File: src/rtl/dmem_arbiter_pkg.sv
// Shared constants, FSM encoding and access-legality helper for the data-memory arbiter.
package dmem_arbiter_pkg;

    // Memory geometry shared with datamemory.
    localparam int MEM_SIZE         = 256;
    localparam int INSTRUCTION_SIZE = 32;

    // RV32I load/store funct3 encodings.
    localparam logic [2:0] F3_B  = 3'b000;
    localparam logic [2:0] F3_H  = 3'b001;
    localparam logic [2:0] F3_W  = 3'b010;
    localparam logic [2:0] F3_BU = 3'b100;
    localparam logic [2:0] F3_HU = 3'b101;

    // Sequencer states: IDLE picks a requester, ACCESS drives memory for one cycle.
    typedef enum logic {
        ST_IDLE   = 1'b0,
        ST_ACCESS = 1'b1
    } state_t;

    // Returns 1 when funct3 is valid for the direction and the address is naturally aligned.
    function automatic logic access_legal(
        input logic       we,
        input logic [2:0] funct3,
        input logic [1:0] addr_lo
    );
        logic ok;
        ok = 1'b0;
        case (funct3)
            F3_B:    ok = 1'b1;
            F3_H:    ok = ~addr_lo[0];
            F3_W:    ok = (addr_lo == 2'b00);
            F3_BU:   ok = ~we;
            F3_HU:   ok = ~we & ~addr_lo[0];
            default: ok = 1'b0;
        endcase
        return ok;
    endfunction

endpackage

File: src/rtl/dmem_arbiter_rr_arb2.sv
// Combinational two-way round-robin picker: the master that did not own the last access wins a tie.
module rr_arb2 (
    input  logic [1:0] req,
    input  logic       last_owner,
    output logic       winner,
    output logic       any
);

    // Single requester wins outright; a tie goes to the master that was not served last.
    always_comb begin
        any    = |req;
        winner = 1'b0;
        case (req)
            2'b01:   winner = 1'b0;
            2'b10:   winner = 1'b1;
            2'b11:   winner = ~last_owner;
            default: winner = 1'b0;
        endcase
    end

endmodule

File: src/rtl/dmem_arbiter.sv
// Two-master arbiter/sequencer in front of the single-port data memory.
// One access per two cycles: IDLE samples and latches the winning request, ACCESS drives
// memory for one cycle and the result is returned as an rvalid pulse in the following IDLE cycle.
module dmem_arbiter
    import dmem_arbiter_pkg::*;
#(
    parameter int ADDR_W = $clog2(MEM_SIZE),
    parameter int DATA_W = INSTRUCTION_SIZE
) (
    input  logic              clk,
    input  logic              reset,
    input  logic              m0_req,
    input  logic              m0_we,
    input  logic [ADDR_W-1:0] m0_addr,
    input  logic [DATA_W-1:0] m0_wdata,
    input  logic [2:0]        m0_funct3,
    input  logic              m1_req,
    input  logic              m1_we,
    input  logic [ADDR_W-1:0] m1_addr,
    input  logic [DATA_W-1:0] m1_wdata,
    input  logic [2:0]        m1_funct3,
    output logic              m0_gnt,
    output logic              m0_rvalid,
    output logic [DATA_W-1:0] m0_rdata,
    output logic              m0_err,
    output logic              m1_gnt,
    output logic              m1_rvalid,
    output logic [DATA_W-1:0] m1_rdata,
    output logic              m1_err,
    output logic              mem_read,
    output logic              mem_write,
    output logic [ADDR_W-1:0] mem_address,
    output logic [DATA_W-1:0] mem_write_data,
    output logic [2:0]        mem_funct3,
    input  logic [DATA_W-1:0] mem_read_data
);

    // Per-master request fields gathered into arrays so the winner can index them.
    logic [1:0]        req_vec;
    logic              we_vec     [2];
    logic [ADDR_W-1:0] addr_vec   [2];
    logic [DATA_W-1:0] wdata_vec  [2];
    logic [2:0]        funct3_vec [2];

    assign req_vec       = {m1_req, m0_req};
    assign we_vec[0]     = m0_we;
    assign we_vec[1]     = m1_we;
    assign addr_vec[0]   = m0_addr;
    assign addr_vec[1]   = m1_addr;
    assign wdata_vec[0]  = m0_wdata;
    assign wdata_vec[1]  = m1_wdata;
    assign funct3_vec[0] = m0_funct3;
    assign funct3_vec[1] = m1_funct3;

    state_t            state_reg, state_next;
    logic              last_owner_reg;
    logic              owner_reg;
    logic              we_reg;
    logic [ADDR_W-1:0] addr_reg;
    logic [DATA_W-1:0] wdata_reg;
    logic [2:0]        funct3_reg;
    logic              legal_reg;

    logic              rvalid_reg [2];
    logic              err_reg    [2];
    logic [DATA_W-1:0] rdata_reg  [2];
    logic [1:0]        gnt_vec;

    logic              winner;
    logic              any_req;
    logic              sel_legal;

    rr_arb2 u_rr_arb2 (
        .req        (req_vec),
        .last_owner (last_owner_reg),
        .winner     (winner),
        .any        (any_req)
    );

    assign sel_legal = access_legal(we_vec[winner], funct3_vec[winner], addr_vec[winner][1:0]);

    // State register; reset aborts any access in flight.
    always_ff @(posedge clk) begin
        if (!reset) begin
            state_reg <= ST_IDLE;
        end else begin
            state_reg <= state_next;
        end
    end

    // Next state, grant and memory-side drive; memory strobes are gated by reset so a
    // reset edge can never land a write.
    always_comb begin
        state_next     = state_reg;
        gnt_vec        = 2'b00;
        mem_read       = 1'b0;
        mem_write      = 1'b0;
        mem_address    = '0;
        mem_write_data = '0;
        mem_funct3     = 3'b000;
        case (state_reg)
            ST_IDLE: begin
                if (any_req) begin
                    state_next = ST_ACCESS;
                end
            end
            ST_ACCESS: begin
                state_next         = ST_IDLE;
                gnt_vec[owner_reg] = 1'b1;
                mem_address        = addr_reg;
                mem_write_data     = wdata_reg;
                mem_funct3         = funct3_reg;
                mem_read           = legal_reg & ~we_reg & reset;
                mem_write          = legal_reg & we_reg & reset;
            end
            default: state_next = ST_IDLE;
        endcase
    end

    // Latch the winning request in IDLE and record who was served when ACCESS ends.
    always_ff @(posedge clk) begin
        if (!reset) begin
            last_owner_reg <= 1'b1;
            owner_reg      <= 1'b0;
            we_reg         <= 1'b0;
            addr_reg       <= '0;
            wdata_reg      <= '0;
            funct3_reg     <= 3'b000;
            legal_reg      <= 1'b0;
        end else begin
            if (state_reg == ST_IDLE && any_req) begin
                owner_reg  <= winner;
                we_reg     <= we_vec[winner];
                addr_reg   <= addr_vec[winner];
                wdata_reg  <= wdata_vec[winner];
                funct3_reg <= funct3_vec[winner];
                legal_reg  <= sel_legal;
            end
            if (state_reg == ST_ACCESS) begin
                last_owner_reg <= owner_reg;
            end
        end
    end

    // Per-master response registers: the owner gets a one-cycle rvalid/err pulse and its
    // load data; the other master's rdata holds.
    generate
        for (genvar gi = 0; gi < 2; gi++) begin : g_resp
            always_ff @(posedge clk) begin
                if (!reset) begin
                    rvalid_reg[gi] <= 1'b0;
                    err_reg[gi]    <= 1'b0;
                    rdata_reg[gi]  <= '0;
                end else if (state_reg == ST_ACCESS && owner_reg == 1'(gi)) begin
                    rvalid_reg[gi] <= 1'b1;
                    err_reg[gi]    <= ~legal_reg;
                    rdata_reg[gi]  <= (legal_reg && !we_reg) ? mem_read_data : '0;
                end else begin
                    rvalid_reg[gi] <= 1'b0;
                    err_reg[gi]    <= 1'b0;
                end
            end
        end
    endgenerate

    assign m0_gnt    = gnt_vec[0];
    assign m1_gnt    = gnt_vec[1];
    assign m0_rvalid = rvalid_reg[0];
    assign m1_rvalid = rvalid_reg[1];
    assign m0_err    = err_reg[0];
    assign m1_err    = err_reg[1];
    assign m0_rdata  = rdata_reg[0];
    assign m1_rdata  = rdata_reg[1];

endmodule

File: config.mk
export PLATFORM = sky130hd
export DESIGN_NAME = dmem_arbiter
export DESIGN_NICKNAME = d
export VERILOG_FILES = /design/src/rtl/dmem_arbiter_pkg.sv /design/src/rtl/dmem_arbiter_rr_arb2.sv /design/src/rtl/dmem_arbiter.sv
export SDC_FILE = /design/constraint.sdc
export NUM_CORES = 1
export LEC_CHECK = 0
export ABC_AREA = 0
export BUFFER_PORTS_ARGS = -buffer_cell sky130_fd_sc_hd__buf_2
export CAP_MARGIN = 5
export CORE_AREA = 2 2 123 125
export CTS_CLUSTER_DIAMETER = 30
export DETAILED_ROUTE_END_ITERATION = 8
export DIE_AREA = 0 0 125 127
export PLACE_DENSITY = 0.65
export SETUP_SLACK_MARGIN = 0.3
export SYNTH_ARGS = -nofsm -noshare
export SYNTH_HDL_FRONTEND = slang
export SYNTH_SLANG_ARGS = --single-unit
File: constraint.sdc
create_clock -name clk -period 5.31 [get_ports clk]
set_clock_uncertainty 0.05 [all_clocks]
set_input_delay 1.062 -clock clk [delete_from_list [all_inputs] [get_ports clk]]
set_output_delay 1.062 -clock clk [all_outputs]
set_load 0.005 [all_outputs]
# Yosys cells after proc, flatten, opt, wreduce, memory -nomap -nowiden
# Memories as Yosys holds them, arrays and structs flattened.
# Cells that the tools add are included.
# word_totals
ff_bits,48
ramBits,68
in_bits,124
out_inout_bits,115
wordCells,100
mem_count,3
# memory_table
memory,words,width,rd,rd_ports_with_merged_regs,wr,line,rtl
rdata_reg,2,32,2,0,2,dmem_arbiter.sv:66,logic [DATA_W-1:0] rdata_reg [2];
err_reg,2,1,2,0,2,dmem_arbiter.sv:65,logic err_reg [2];
rvalid_reg,2,1,2,0,2,dmem_arbiter.sv:64,logic rvalid_reg [2];
# classes
magnitude_cmp,3
n_eq_ne,6
n_mux,48
bitwise,23
n_reduce_logical,9
# ops
op,count
32-bit 2-to-1 mux,7
8-bit 2-to-1 mux,4
1-bit 2-to-1 mux,28
3-bit 2-to-1 mux,4
1-bit bitwise OR,10
1-bit inverter,7
"3-bit == test, second input constant",2
1-bit AND,5
1-bit logical AND,5
1-bit case mux with 5 select lines,1
"2-bit == test, second input constant",2
1-bit case mux with 2 select lines,2
"3-bit by 1-bit == test with 1-bit output, second input constant",1
"3-bit by 2-bit == test with 1-bit output, second input constant",1
3-bit zero test,1
"2-bit greater-or-equal comparator, second input constant",1
2-bit zero test,1
"1-bit by 2-bit < comparator with 1-bit output, second input constant",1
2-bit 2-to-1 mux,1
1-bit inverter with 2-bit output,1
2-bit OR reduction,1
1-bit demux with 1-bit select,1
"1-bit greater-or-equal comparator, second input constant",1
1-bit zero test,1

# Depth between registers and ports, before layout
# depth
ltp_word,9
mapped_depth,5
depth_no_buf,3

# Hierarchy
# From an unflattened synthesis, not the netlist that was laid out.
# hier_totals
hier_cells,426
hier_area_um2,5197.5
# by_module_without_submodules
module,n_inst,cells_per_inst,area_per_inst_um2
dmem_arbiter,1,424,5183.7
rr_arb2,1,2,13.8

# Worst setup path before layout
# Ideal clock, no wire load.
# synth_path
kind,input-to-output
startpoint,input port reset
endpoint,output port mem_write
t_arrival_ps,1410
setup_slack_ps,2788
stages,2
path_cell_list,buf_2 and4_1
# synth_between
elab_chain_len,2
# synth_lines
element,line,rtl
"start, declared",dmem_arbiter.sv:11,"input logic reset,"
1-bit AND,dmem_arbiter.sv:114,mem_write = legal_reg & we_reg & reset;
1-bit 2-to-1 mux,dmem_arbiter.sv:101,case (state_reg)
"end, declared",dmem_arbiter.sv:31,"output logic mem_write,"
# Every way passes these cells.

# Worst setup path in the final report
# layout_path
startpoint,register legal_reg
endpoint,output port mem_read
# layout_between
elab_chain_len,3
# layout_lines
element,line,rtl
"start, declared",dmem_arbiter.sv:62,logic legal_reg;
"start signal, assigned",dmem_arbiter.sv:137,legal_reg <= sel_legal;
1-bit AND (2 in series),dmem_arbiter.sv:113,mem_read = legal_reg & ~we_reg & reset;
1-bit 2-to-1 mux,dmem_arbiter.sv:101,
"end, declared",dmem_arbiter.sv:30,"output logic mem_read,"
# Every way passes these cells.

==> flow_summary.json <==
{
  "portBuffers": 238,
  "min_path_type": "register to register",
  "drv_slew": 0,
  "end_kind": "primary output",
  "total_power_mw": 2.54,
  "clk_path_buf_depth": 2,
  "drt_pass1_iterations": 4,
  "regToRegEndpoint": "rdata_reg[1][20]",
  "core_sq_um": 14400,
  "leakagePower_nw": 3.43,
  "drc": 0,
  "setup_viol": 0,
  "synth_seq_cells": 116,
  "grt_pass1_vias": 4193,
  "antenna_found_initial": 0,
  "cts_tree": "done",
  "die_area_sq_um": 15900,
  "syn2layout_area_growth_pct": 38.4,
  "grt_overflow": 0,
  "grt_max_degree": 93,
  "die_w_um": 125,
  "critical_path.endpoint": "mem_read",
  "postCtsSetupBuffers": 0,
  "dp_slack_ps": 2220,
  "die_h_um": 127,
  "setup_ws_ps": 2110,
  "drt_iter0_markers": 285,
  "initial_core_util_pct": 34.6,
  "finalNetCount": 772,
  "cts-root-buf": "clkbuf_16",
  "drive_gt1_share_pct": 41.3,
  "final.min_clock_period_ps": 3200,
  "power_density_nw_per_um2": 368,
  "peakVddDrop_v": 0.000198,
  "rr_worst_depth": 3,
  "cts_resized": 0,
  "ys_seq_area_share_pct": 59.9,
  "cts.htree.levels": 4,
  "async_flop_share_pct": 0,
  "largest_register_ffs": 64,
  "avgSynthCellArea_sq_um": 11.8,
  "wl_per_cell_um": 15.8,
  "ios": 239,
  "synth_flop_cell": "edfxtp_1",
  "start_kind": "register",
  "multi_input_area_sq_um": 1810,
  "ant_nets": 0,
  "drv_cap": 0,
  "fill_cells": 1360,
  "place_hpwl_mm": 9.37,
  "netlist_area_sq_um": 4980,
  "synthTopCellsByArea": "edfxtp_1 40%, dfxtp_1 20%, mux2i_1 8.8%",
  "worst_pin_slew_ps": 1150,
  "yosys.cell_types.count": 30,
  "row_count": 44,
  "vias_per_cell": 4.79,
  "outcome": "finished, final reports clean",
  "path_class": "register to primary output",
  "synth_top_area_share_pct": 39.8,
  "yosysMostFrequentCell": "edfxtp_1",
  "final_cells": 845,
  "grt_pass1_wl_mm": 21.0,
  "grt_use_total_pct": 16.8,
  "worstPathRequired_ps": 4200,
  "drt_wl_total_mm": 13.4,
  "synth.cells.most_frequent": "66 x edfxtp_1, 65 x and3_1, 50 x dfxtp_1",
  "layout.area.seq_sq_um": 2980,
  "clock_latency_ps": 400,
  "hold_buffers": 0,
  "diodes": 0,
  "placed_cells": 813,
  "timing_hold_violations_final": 0,
  "path_clk_slew_ps": 50,
  "critPathArrivalTime_ps": 2090,
  "place_congestion": 0.725,
  "cp_max_fo": 65,
  "critPathLaunch": "legal_reg",
  "vias": 4049,
  "grt_setup_unrepaired": "no",
  "worst-r2r-setup-slack_ps": 3010,
  "yosysWarnings": 0,
  "clkSinkCount": 116,
  "fmax_mhz": 313,
  "synth_edf_count": 66,
  "cts_buffers": 17,
  "post-route-period-util_pct": 60.2,
  "fin_tns_setup_ps": 0,
  "syn_inst": 424,
  "fin_util_pct": 47.8,
  "maxSlewHeadroom_pct": 23.3,
  "r2r_start": "state_reg",
  "synth_top_cell_by_area": "edfxtp_1"
}
## per-layer routing
layer	share of wire, %	global-route usage (%)	vias up
li1	-	-	1993
met1	43	20.0	1848
met2	47	28.0	196
met3	8.5	5.86	12
met4	1.1	6.47	0
met5	0	0	-
## through the flow
stage / hold WS (ps) / area, sq um
global placement: 430 / 6260
global route: 469 / 6900
finish: 441 / 6900
floorplan: 405 / 4990
CTS: 446 / 6900
detailed placement: 438 / 6260
## cells by family (layout without fill, tap and decap cells)
logic type             count (synthesis)  after routing  synth area share, %
AOI/OAI and AO/OA                     51             51                 7.81
and+or+nand+nor                      171            171                 19.1
DFF                                  116            116                 59.9
buffers and inverters                 41            277                 4.32
other                                  1              2               0.0752
muxes                                 44             44                 8.84
## worst max-delay path: stages, from the launching register on
cell and delay [ps]:
dfxtp_1 400, nor2b_4 870, and3_1 270, buf_2 130
## layout make-up
| type | instances | share of cell area (%) |
|---|---|---|
| inverter | 2 | 0.109 |
| clock buffer | 22 | 6.59 |
| tap | 184 | 3.34 |
| timing repair buffer | 243 | 17.8 |
| sequential | 116 | 43.3 |
| multi-input combinational | 268 | 26.3 |
| clock inverter | 10 | 2.61 |
## worst min path at each step
stage	start	depth (start not counted)	endpoint	slack, ps
final	funct3_reg[0]	2	funct3_reg[0]	440
after global routing	wdata_reg[29]	2	wdata_reg[29]	470
after CTS	wdata_reg[23]	2	wdata_reg[23]	450
after detailed placement	wdata_reg[23]	2	wdata_reg[23]	440
after global placement	owner_reg	2	owner_reg	430
after floorplan	legal_reg	1	err_reg[1]	400
## cell usage in the layout, fill, tap and decap left out, types with 2 or more instances in the layout
cell type,Yosys,layout
a211oi_1,44,44
a221oi_1,2,2
and2_1,45,45
and3_1,65,65
buf_2,10,238
buf_4,2,5
bufinv_16,0,5
clkbuf_1,22,4
clkbuf_16,0,17
clkinv_1,0,2
clkinv_4,0,2
conb_1,1,2
dfxtp_1,50,50
edfxtp_1,66,66
inv_1,2,2
mux2i_1,44,44
nand2_1,3,3
nand2b_1,4,4
nor2_1,45,44
nor4_1,2,2
## report_power, final
group          total (mW)  switching, mW  leakage [nW]  internal, mW
Sequential           1.04         0.0274          1.11          1.02
Combinational       0.262          0.142          2.01         0.120
Clock                1.23          0.392         0.307         0.842
Note: power is estimated with default switching activity, not from simulation.
